[src/rtl/disp_pkg.sv]
// Shared display constants and types for the seven-segment scan path.
package disp_pkg;

    // Segment bus value with every segment (and the decimal point) dark.
    localparam logic [7:0] SSEG_OFF = 8'hFF;

    // Active-low glyphs, bit order gfedcba, indexed by hex value 0..F.
    localparam logic [6:0] GLYPHS [16] = '{
        7'h40, 7'h79, 7'h24, 7'h30,
        7'h19, 7'h12, 7'h02, 7'h78,
        7'h00, 7'h10, 7'h08, 7'h03,
        7'h46, 7'h21, 7'h06, 7'h0E
    };

    // Per-digit record captured once per frame.
    typedef struct packed {
        logic [3:0] hex;
        logic       dp;
        logic       blank;
        logic       blink;
    } digit_snap_t;

endpackage

[src/rtl/hex_to_sseg.sv]
// Combinational hex nibble to active-low gfedcba glyph decoder.
module hex_to_sseg
    import disp_pkg::*;
(
    input  logic [3:0] hex,
    output logic [6:0] seg
);

    // Table lookup into the shared glyph set.
    always_comb begin
        seg = GLYPHS[hex];
    end

endmodule

[src/rtl/sseg_scan_ctrl.sv]
// Multiplexed common-anode seven-segment scan controller with per-frame
// input snapshot, leading-zero suppression, PWM dimming, blink/blank and
// anti-ghosting dead time at the start of every digit slot.
module sseg_scan_ctrl
    import disp_pkg::*;
#(
    parameter int NDIG    = 8,
    parameter int SLOT_W  = 15,
    parameter int DEAD    = 4,
    parameter int BLINK_W = 6
) (
    input  logic                    clk,
    input  logic                    reset,
    input  logic [4*NDIG-1:0]       hex_in,
    input  logic [NDIG-1:0]         dp_in,
    input  logic [NDIG-1:0]         blank_in,
    input  logic [NDIG-1:0]         blink_in,
    input  logic                    lz_en,
    input  logic [3:0]              bright,
    output logic [NDIG-1:0]         an,
    output logic [7:0]              sseg,
    output logic [$clog2(NDIG)-1:0] digit_idx,
    output logic                    frame_tick
);

    localparam int IDX_W = $clog2(NDIG);

    logic [SLOT_W-1:0]  slot_cnt_r;
    logic [IDX_W-1:0]   scan_idx_r;
    logic [BLINK_W-1:0] frame_cnt_r;
    digit_snap_t        snap_r [NDIG];
    logic               lz_en_r;
    logic [3:0]         bright_r;

    logic               slot_end_s;
    logic               frame_start_s;
    logic [NDIG-1:0]    supp_s;
    logic               zero_run_s;
    digit_snap_t        cur_s;
    logic [6:0]         glyph_s;
    logic [3:0]         pwm_s;
    logic               on_s;
    logic [NDIG-1:0]    an_nxt_s;
    logic [7:0]         sseg_nxt_s;

    // Scan position decode: end of slot and the (digit 0, cycle 0) frame origin.
    always_comb begin
        slot_end_s    = (slot_cnt_r == {SLOT_W{1'b1}});
        frame_start_s = (scan_idx_r == {IDX_W{1'b0}}) && (slot_cnt_r == {SLOT_W{1'b0}});
    end

    // Slot, digit and frame counters.
    always_ff @(posedge clk or posedge reset) begin
        if (reset) begin
            slot_cnt_r  <= {SLOT_W{1'b0}};
            scan_idx_r  <= {IDX_W{1'b0}};
            frame_cnt_r <= {BLINK_W{1'b0}};
        end else begin
            slot_cnt_r <= slot_cnt_r + SLOT_W'(1);
            if (slot_end_s) begin
                if (scan_idx_r == IDX_W'(NDIG - 1)) begin
                    scan_idx_r  <= {IDX_W{1'b0}};
                    frame_cnt_r <= frame_cnt_r + BLINK_W'(1);
                end else begin
                    scan_idx_r  <= scan_idx_r + IDX_W'(1);
                end
            end
        end
    end

    // Frame-coherent capture of all display inputs; taken inside dead time.
    always_ff @(posedge clk or posedge reset) begin
        if (reset) begin
            for (int i = 0; i < NDIG; i++) begin
                snap_r[i] <= '0;
            end
            lz_en_r  <= 1'b0;
            bright_r <= 4'd0;
        end else if (frame_start_s) begin
            for (int i = 0; i < NDIG; i++) begin
                snap_r[i].hex   <= hex_in[4*i +: 4];
                snap_r[i].dp    <= dp_in[i];
                snap_r[i].blank <= blank_in[i];
                snap_r[i].blink <= blink_in[i];
            end
            lz_en_r  <= lz_en;
            bright_r <= bright;
        end else begin
            lz_en_r  <= lz_en_r;
            bright_r <= bright_r;
        end
    end

    // Leading-zero mask: walk from the top digit while every digit seen is zero.
    always_comb begin
        supp_s     = {NDIG{1'b0}};
        zero_run_s = 1'b1;
        for (int i = NDIG - 1; i >= 0; i--) begin
            zero_run_s = zero_run_s & (snap_r[i].hex == 4'h0);
            if (i != 0) begin
                supp_s[i] = lz_en_r & zero_run_s;
            end else begin
                supp_s[i] = 1'b0;
            end
        end
    end

    // Select the captured record for the digit currently being scanned.
    always_comb begin
        cur_s = snap_r[scan_idx_r];
    end

    hex_to_sseg u_dec (
        .hex (cur_s.hex),
        .seg (glyph_s)
    );

    // Anode gating (dead time, PWM, blank, blink) and segment composition.
    always_comb begin
        pwm_s = slot_cnt_r[SLOT_W-1 -: 4];
        on_s  = (slot_cnt_r >= SLOT_W'(DEAD)) && (pwm_s <= bright_r) &&
                !cur_s.blank && !(cur_s.blink && frame_cnt_r[BLINK_W-1]);
        if (on_s) begin
            an_nxt_s   = ~({{(NDIG-1){1'b0}}, 1'b1} << scan_idx_r);
            sseg_nxt_s = {~cur_s.dp, (supp_s[scan_idx_r] ? 7'h7F : glyph_s)};
        end else begin
            an_nxt_s   = {NDIG{1'b1}};
            sseg_nxt_s = SSEG_OFF;
        end
    end

    // Registered pin drivers, one cycle behind the counter state.
    always_ff @(posedge clk or posedge reset) begin
        if (reset) begin
            an         <= {NDIG{1'b1}};
            sseg       <= SSEG_OFF;
            digit_idx  <= {IDX_W{1'b0}};
            frame_tick <= 1'b0;
        end else begin
            an         <= an_nxt_s;
            sseg       <= sseg_nxt_s;
            digit_idx  <= scan_idx_r;
            frame_tick <= frame_start_s;
        end
    end

endmodule

[config.mk]
export PLATFORM = sky130hd
export DESIGN_NAME = sseg_scan_ctrl
export DESIGN_NICKNAME = d
export VERILOG_FILES = /design/src/rtl/disp_pkg.sv /design/src/rtl/hex_to_sseg.sv /design/src/rtl/sseg_scan_ctrl.sv
export SDC_FILE = /design/constraint.sdc
export NUM_CORES = 1
export LEC_CHECK = 0
export BUFFER_PORTS_ARGS = -buffer_cell sky130_fd_sc_hd__buf_2
export CAP_MARGIN = 20
export CORE_ASPECT_RATIO = 2
export CORE_MARGIN = 5
export CORE_UTILIZATION = 60
export CTS_CLUSTER_DIAMETER = 60
export DETAILED_ROUTE_END_ITERATION = 16
export GPL_ROUTABILITY_DRIVEN = 0
export PLACE_DENSITY_LB_ADDON = 0.1
export SLEW_MARGIN = 20
export SYNTH_ARGS = -nofsm -noshare
export SYNTH_HDL_FRONTEND = slang
export SYNTH_SLANG_ARGS = --single-unit
[constraint.sdc]
create_clock -name clk -period 6.1 [get_ports clk]
set_input_delay 0.61 -clock clk [delete_from_list [all_inputs] [get_ports clk]]
set_output_delay 0.61 -clock clk [all_outputs]
set_load 0.005 [all_outputs]
* Yosys cells after proc, flatten, opt, wreduce, memory -nomap -nowiden
Memories as Yosys holds them, arrays and structs flattened. Cells that the tools add are included.
Operators by class: add/subtract/negate cells 3, multipliers 0, divide/modulo/power cells 0, order comparisons 5, equality and inequality tests 2, shifts and indexed selects 1, muxes and demuxes 11, bitwise operators 17, reduce and logical (&&, ||, !) cells 17
Operators with widths (count):
- 7-bit two-way mux | 5
- 4-bit zero test | 7
- 7-bit binary-select mux with 3-bit select | 1
- 8-bit two-way mux | 2
- 15-bit by 1-bit adder with 15-bit output (second input constant) | 1
- 15-bit == test (second input constant) | 1
- 15-bit by 3-bit greater-or-equal comparator with 1-bit output (second input constant) | 1
- 15-bit zero test | 1
- 1-bit AND | 13
- 8-bit inverter | 1
- 1-bit by 3-bit left shift with 8-bit output (first input constant) | 1
- 6-bit by 1-bit adder with 6-bit output (second input constant) | 1
- 5-bit greater-or-equal comparator (second input constant) | 1
- 1-bit logical AND | 5
- 4-bit inverter with 5-bit output | 1
- 4-bit greater-or-equal comparator (second input constant) | 1
- 4-bit <= comparator | 1
- 3-bit by 4-bit less-than comparator with 1-bit output (second input constant) | 1
- 3-bit inverter with 4-bit output | 1
- 3-bit by 1-bit adder with 3-bit output (second input constant) | 1
- 1-bit binary-select mux with 3-bit select | 1
- 3-bit == test (second input constant) | 1
- 3-bit zero test | 1
- 3-bit two-way mux | 1
- 4 further kinds | 5
Word-level totals: flip-flop bits (word level) 105, bits in latches 0, bits in writable memories 0, bits in read-only memories 112, input bits 63, output and inout port bits 20, word-level logic and storage cells 98, memories kept 1
Memory list:
- (no name shown) | depth 16, width 7, read ports 1, clocked after memory_dff 0, wr ports 0, line hex_to_sseg.sv:11 | seg = GLYPHS[hex];

* Depth between registers and ports, before layout
word-level depth 12, depth in mapped cells 10, gate-level depth less buffers 8

* By module
Synthesis repeated with hierarchy kept, for this count alone.
Unflattened totals: cell total of the unflattened synthesis 373, area total of the unflattened synthesis 4929.7 sq um
Modules (own cells, without submodules):
- sseg_scan_ctrl | instances 1, cells an instance 342, area each 4667.0 sq um, seq. area each 2647.5 sq um
- hex_to_sseg | instances 1, cells an instance 31, area each 262.8 sq um, seq. area each 0.0 sq um

* Least setup slack after synthesis
OpenSTA, ideal clock, no wires.
path kind reg-to-reg, from register scan_idx_r[1], to register sseg[3], library setup time 0.087 ns, data arrival time 2.435 ns, data required time 6.013 ns, slack 3.578 ns, cell stages (with the launch flop) 10, buffers on the path 2, period minus slack after synthesis 2.522 ns, path through dfrtp_1 > buf_2 > clkbuf_1 > mux4_2 > mux2i_1 > inv_1 > ha_1 > mux2_2 > mux2i_1 > nand3_1
Between the ends: longest elaborated chain between the ends 10, elaborated cells on any way between the ends 17, those cells by class mux (9); bitwise (2); reduce/logical (5); memory (1)
Ends and longest elaborated chain:
- start, declared | line sseg_scan_ctrl.sv:29 | logic [IDX_W-1:0] scan_idx_r;
- start signal, assigned | line sseg_scan_ctrl.sv:56 | scan_idx_r <= {IDX_W{1'b0}};
- start signal, assigned | line sseg_scan_ctrl.sv:62 | scan_idx_r <= {IDX_W{1'b0}};
- start signal, assigned | line sseg_scan_ctrl.sv:65 | scan_idx_r <= scan_idx_r + IDX_W'(1);
- 3-bit inverter with 4-bit output (not written as such) | line sseg_scan_ctrl.sv:110 | cur_s = snap_r[scan_idx_r];
- 7-bit binary-select mux with 3-bit select | line sseg_scan_ctrl.sv:110
- 7-bit two-way mux (not written as such) (2 in series) | line sseg_scan_ctrl.sv:110
- 4-bit inverter with 5-bit output (not written as such) | line hex_to_sseg.sv:11
- memory 16 x 7 bit
- 7-bit two-way mux (not written as such) (2 in series) | line hex_to_sseg.sv:11
- 7-bit two-way mux | line sseg_scan_ctrl.sv:125 | sseg_nxt_s = {~cur_s.dp, (supp_s[scan_idx_r] ? 7'h7F : glyph_s)};
- 8-bit two-way mux * | line sseg_scan_ctrl.sv:123 | if (on_s) begin
- net sseg_nxt_s[3] | line sseg_scan_ctrl.sv:44 | logic [7:0] sseg_nxt_s;
- end signal, assigned | line sseg_scan_ctrl.sv:141 | sseg <= sseg_nxt_s;
- end, declared | line sseg_scan_ctrl.sv:21 | output logic [7:0] sseg,
Mark *: on every way through the listed nets, which the timed path passes. The rest lies on a longest branch. The select of a mux whose other input is x is not followed. A chain may end at the register's enable or synchronous reset.

* Worst setup path in the final report
from register scan_idx_r[2], to register sseg[3]
Same word-level chain as after synthesis.

==> results.md <==
- Inserted Clock Buffers: 9
- Setup tns final: 0 ns
- Vias: 3,128
- RSZ-0062 raised after global routing: false
- Post-synth top cells: dfrtp_1 (89), mux2_2 (64), nand2_1 (24)
- Clk sinks: 105
- Fillers: 569
- Period utilization: 48.9%
- DR WL/cell: 18.4 um
- Seq/Total Area, Yosys: 54.0%
- Post-synth EDFFs: 0
- Global-route wire length before repair: 16.6 mm
- Total iterations of the first detailed-routing run: 4
- #FFs+latches synth: 105
- Post-CTS resize count: 0
- Hold Path Class: input port to async pin
- Max Clk Rate: 335 MHz
- Ys async rst share: 100%
- Die Wd: 73.9 um
- Via density: 5.76
- Port buffer count: 82
- Type of origin of the critical path: register
- Antenna diode count: 0
- DR iter-0 viols: 170
- Initial Util: 61.7%
- Main synth FF type: dfrtp_1
- Post-Syn Area per Cell: 13.5 um^2
- Status: finished clean
- Relative slew slack: 41.2%
- Hold buffers post-CTS: 0
- Die ar.: 10,200 um^2
- Initial antenna violation count: 0
- Crit end category: register
- Clock skew: 0.00616 ns
- Root Buffer: clkbuf_16
- Cell Pwr Density: 251 nW/um^2
- Setup Buffers After CTS: 0
- Pin count of the biggest net entering global routing: 84
- CTS clk-pin slew, worst paths: 0.07 ns
- Leakage: 2.55 nW
- Top-area cell type share of the netlist area: 45.5%
- Reg2Reg Depth: 7
- H-tree Lvls: 3
- Antenna-violating nets left: 0
- Hold violation total from the final report: 0
- Area of placed instances: 5380 um^2
- Syn nets: 444
- Post-route DRC: 0
- Peak VDD IR: 190 uV
- Post-synth top area cell: dfrtp_1
- Arrival time at the worst endpoint: 3.24 ns
- Crit Path Max Fanout: 20
- Min cycle time layout: 2.98 ns
- Top-Level Pins: 83
- GR Overflow Total: 0
- Top cells by area, synth: dfrtp_1 (45%), mux2_2 (15%), dfstp_2 (8.6%), mux4_2 (5.5%), ha_1 (4.9%)
- Clock latency on the worst-skew pair: 0.34 ns
- Layout area overhead: 16.3%
- Count leader, synth: dfrtp_1
- Slew @ Worst Pin: 0.858 ns
- Instance count of the mapped netlist: 362
- Cell variety after synth: 42
- Critical path type: register to register
- FP Rows: 46
- Vias in the first global route: 3,439
- Die height: 138 um
- Max Buffers Root-to-Sink: 2
- Final setup violation count: 0
- Required @ worst endpoint: 6.35 ns
- CTS tree: done
- Mapped Area: 4900 um^2
- Final slew viol count: 0
- Warnings, synthesis: 0
- Fin Hold WS: 0.221 ns
- Final instance area: 5700 um^2
- Final net count: 524
- Placeable Area: 7940 um^2
- Gr usage total: 21.6%
- Layout cells sized above 1: 44.7%
- Final wirelength: 9.97 mm
- Maxcap violations: 0
- Utilization after layout: 71.8%
- HPWL after detailed placement: 7.53 mm
## kinds of logic after synthesis
kind of cell,count (synthesis),share of synthesized area [%]
buffers and inverters,32,2.96
multiplexers,86,23.2
AND/OR/NAND/NOR,82,9.02
XOR/XNOR,18,3.22
adder cells (fa/ha/maj),19,4.85
flip-flops,105,54.0
AO/OA/AOI/OAI,20,2.71
## power breakdown
part / switching, mW / internal, mW
clock: 0.229 / 0.370
combinational: 0.0428 / 0.0494
sequential: 0.0160 / 0.725
total: 0.288 / 1.14
## critical path, stage by stage (launching register included)
cell	delay, ns
dfrtp_1	0.89
mux4_2	0.60
mux2i_1	0.49
inv_1	0.15
ha_1	0.28
mux2_2	0.28
mux2i_1	0.13
nand3_1	0.09
## registers in the layout, indices dropped and copies added, names as in the netlist
name / count
frame_cnt_r: 6
slot_cnt_r: 15
frame_tick: 1
bright_r: 4
sseg: 8
an: 8
snap_r: 56
lz_en_r: 1
digit_idx: 3
scan_idx_r: 3
## final cells by class
class | count | area [um^2] | share of cell area [%]
repair buffers | 85 | 437 | 7.66
well taps | 96 | 120 | 2.11
clock inverters | 3 | 65.1 | 1.14
clock buffers | 13 | 250 | 4.39
flip-flops and latches | 105 | 2650 | 46.5
inverters | 16 | 62.6 | 1.10
multi-input cells | 225 | 2120 | 37.1
## stage by stage
step / std cells / setup slack, ns / power (mW)
global route: 543 / 2.85 / 1.49
floorplan: 362 / 2.76 / 0.804
CTS: 543 / 3.09 / 1.45
global placement: 527 / 3.25 / 0.843
detailed placement: 527 / 3.10 / 0.847
finish: 543 / 3.12 / 1.43
## per-layer routing
layer	routed length [um]	global-route usage, %	vias up
met5	0	0	-
met4	236	8.57	0
met3	413	3.51	18
met2	5610	38.8	77
met1	3710	25.0	1584
li1	-	-	1449
## path summary, 6_finish.rpt
check                      slack, ns             end      startpoint
setup / recovery                3.12         sseg[3]   scan_idx_r[2]
hold / removal                  0.22      snap_r[29]           reset
setup reg to reg                3.12         sseg[3]   scan_idx_r[2]
hold reg to reg                 0.49  frame_cnt_r[4]  frame_cnt_r[4]
max in group asynchronous       4.86      snap_r[55]           reset
min in group clk                0.49  frame_cnt_r[4]  frame_cnt_r[4]
## placed cells by master (no fill, tap or decap), types with 4 or more instances in the layout
cell,count
nor2_1,7
xnor2_1,10
nand3_1,18
o21ai_0,6
mux2i_1,7
mux4_2,12
nand2_1,24
nor3_1,5
clkbuf_16,9
buf_2,82
inv_1,13
dfrtp_1,89
ha_1,19
dfstp_2,16
nor2b_1,4
xor2_1,8
mux2_2,64
nor4_1,9
Power figures use the tool's default switching activity.
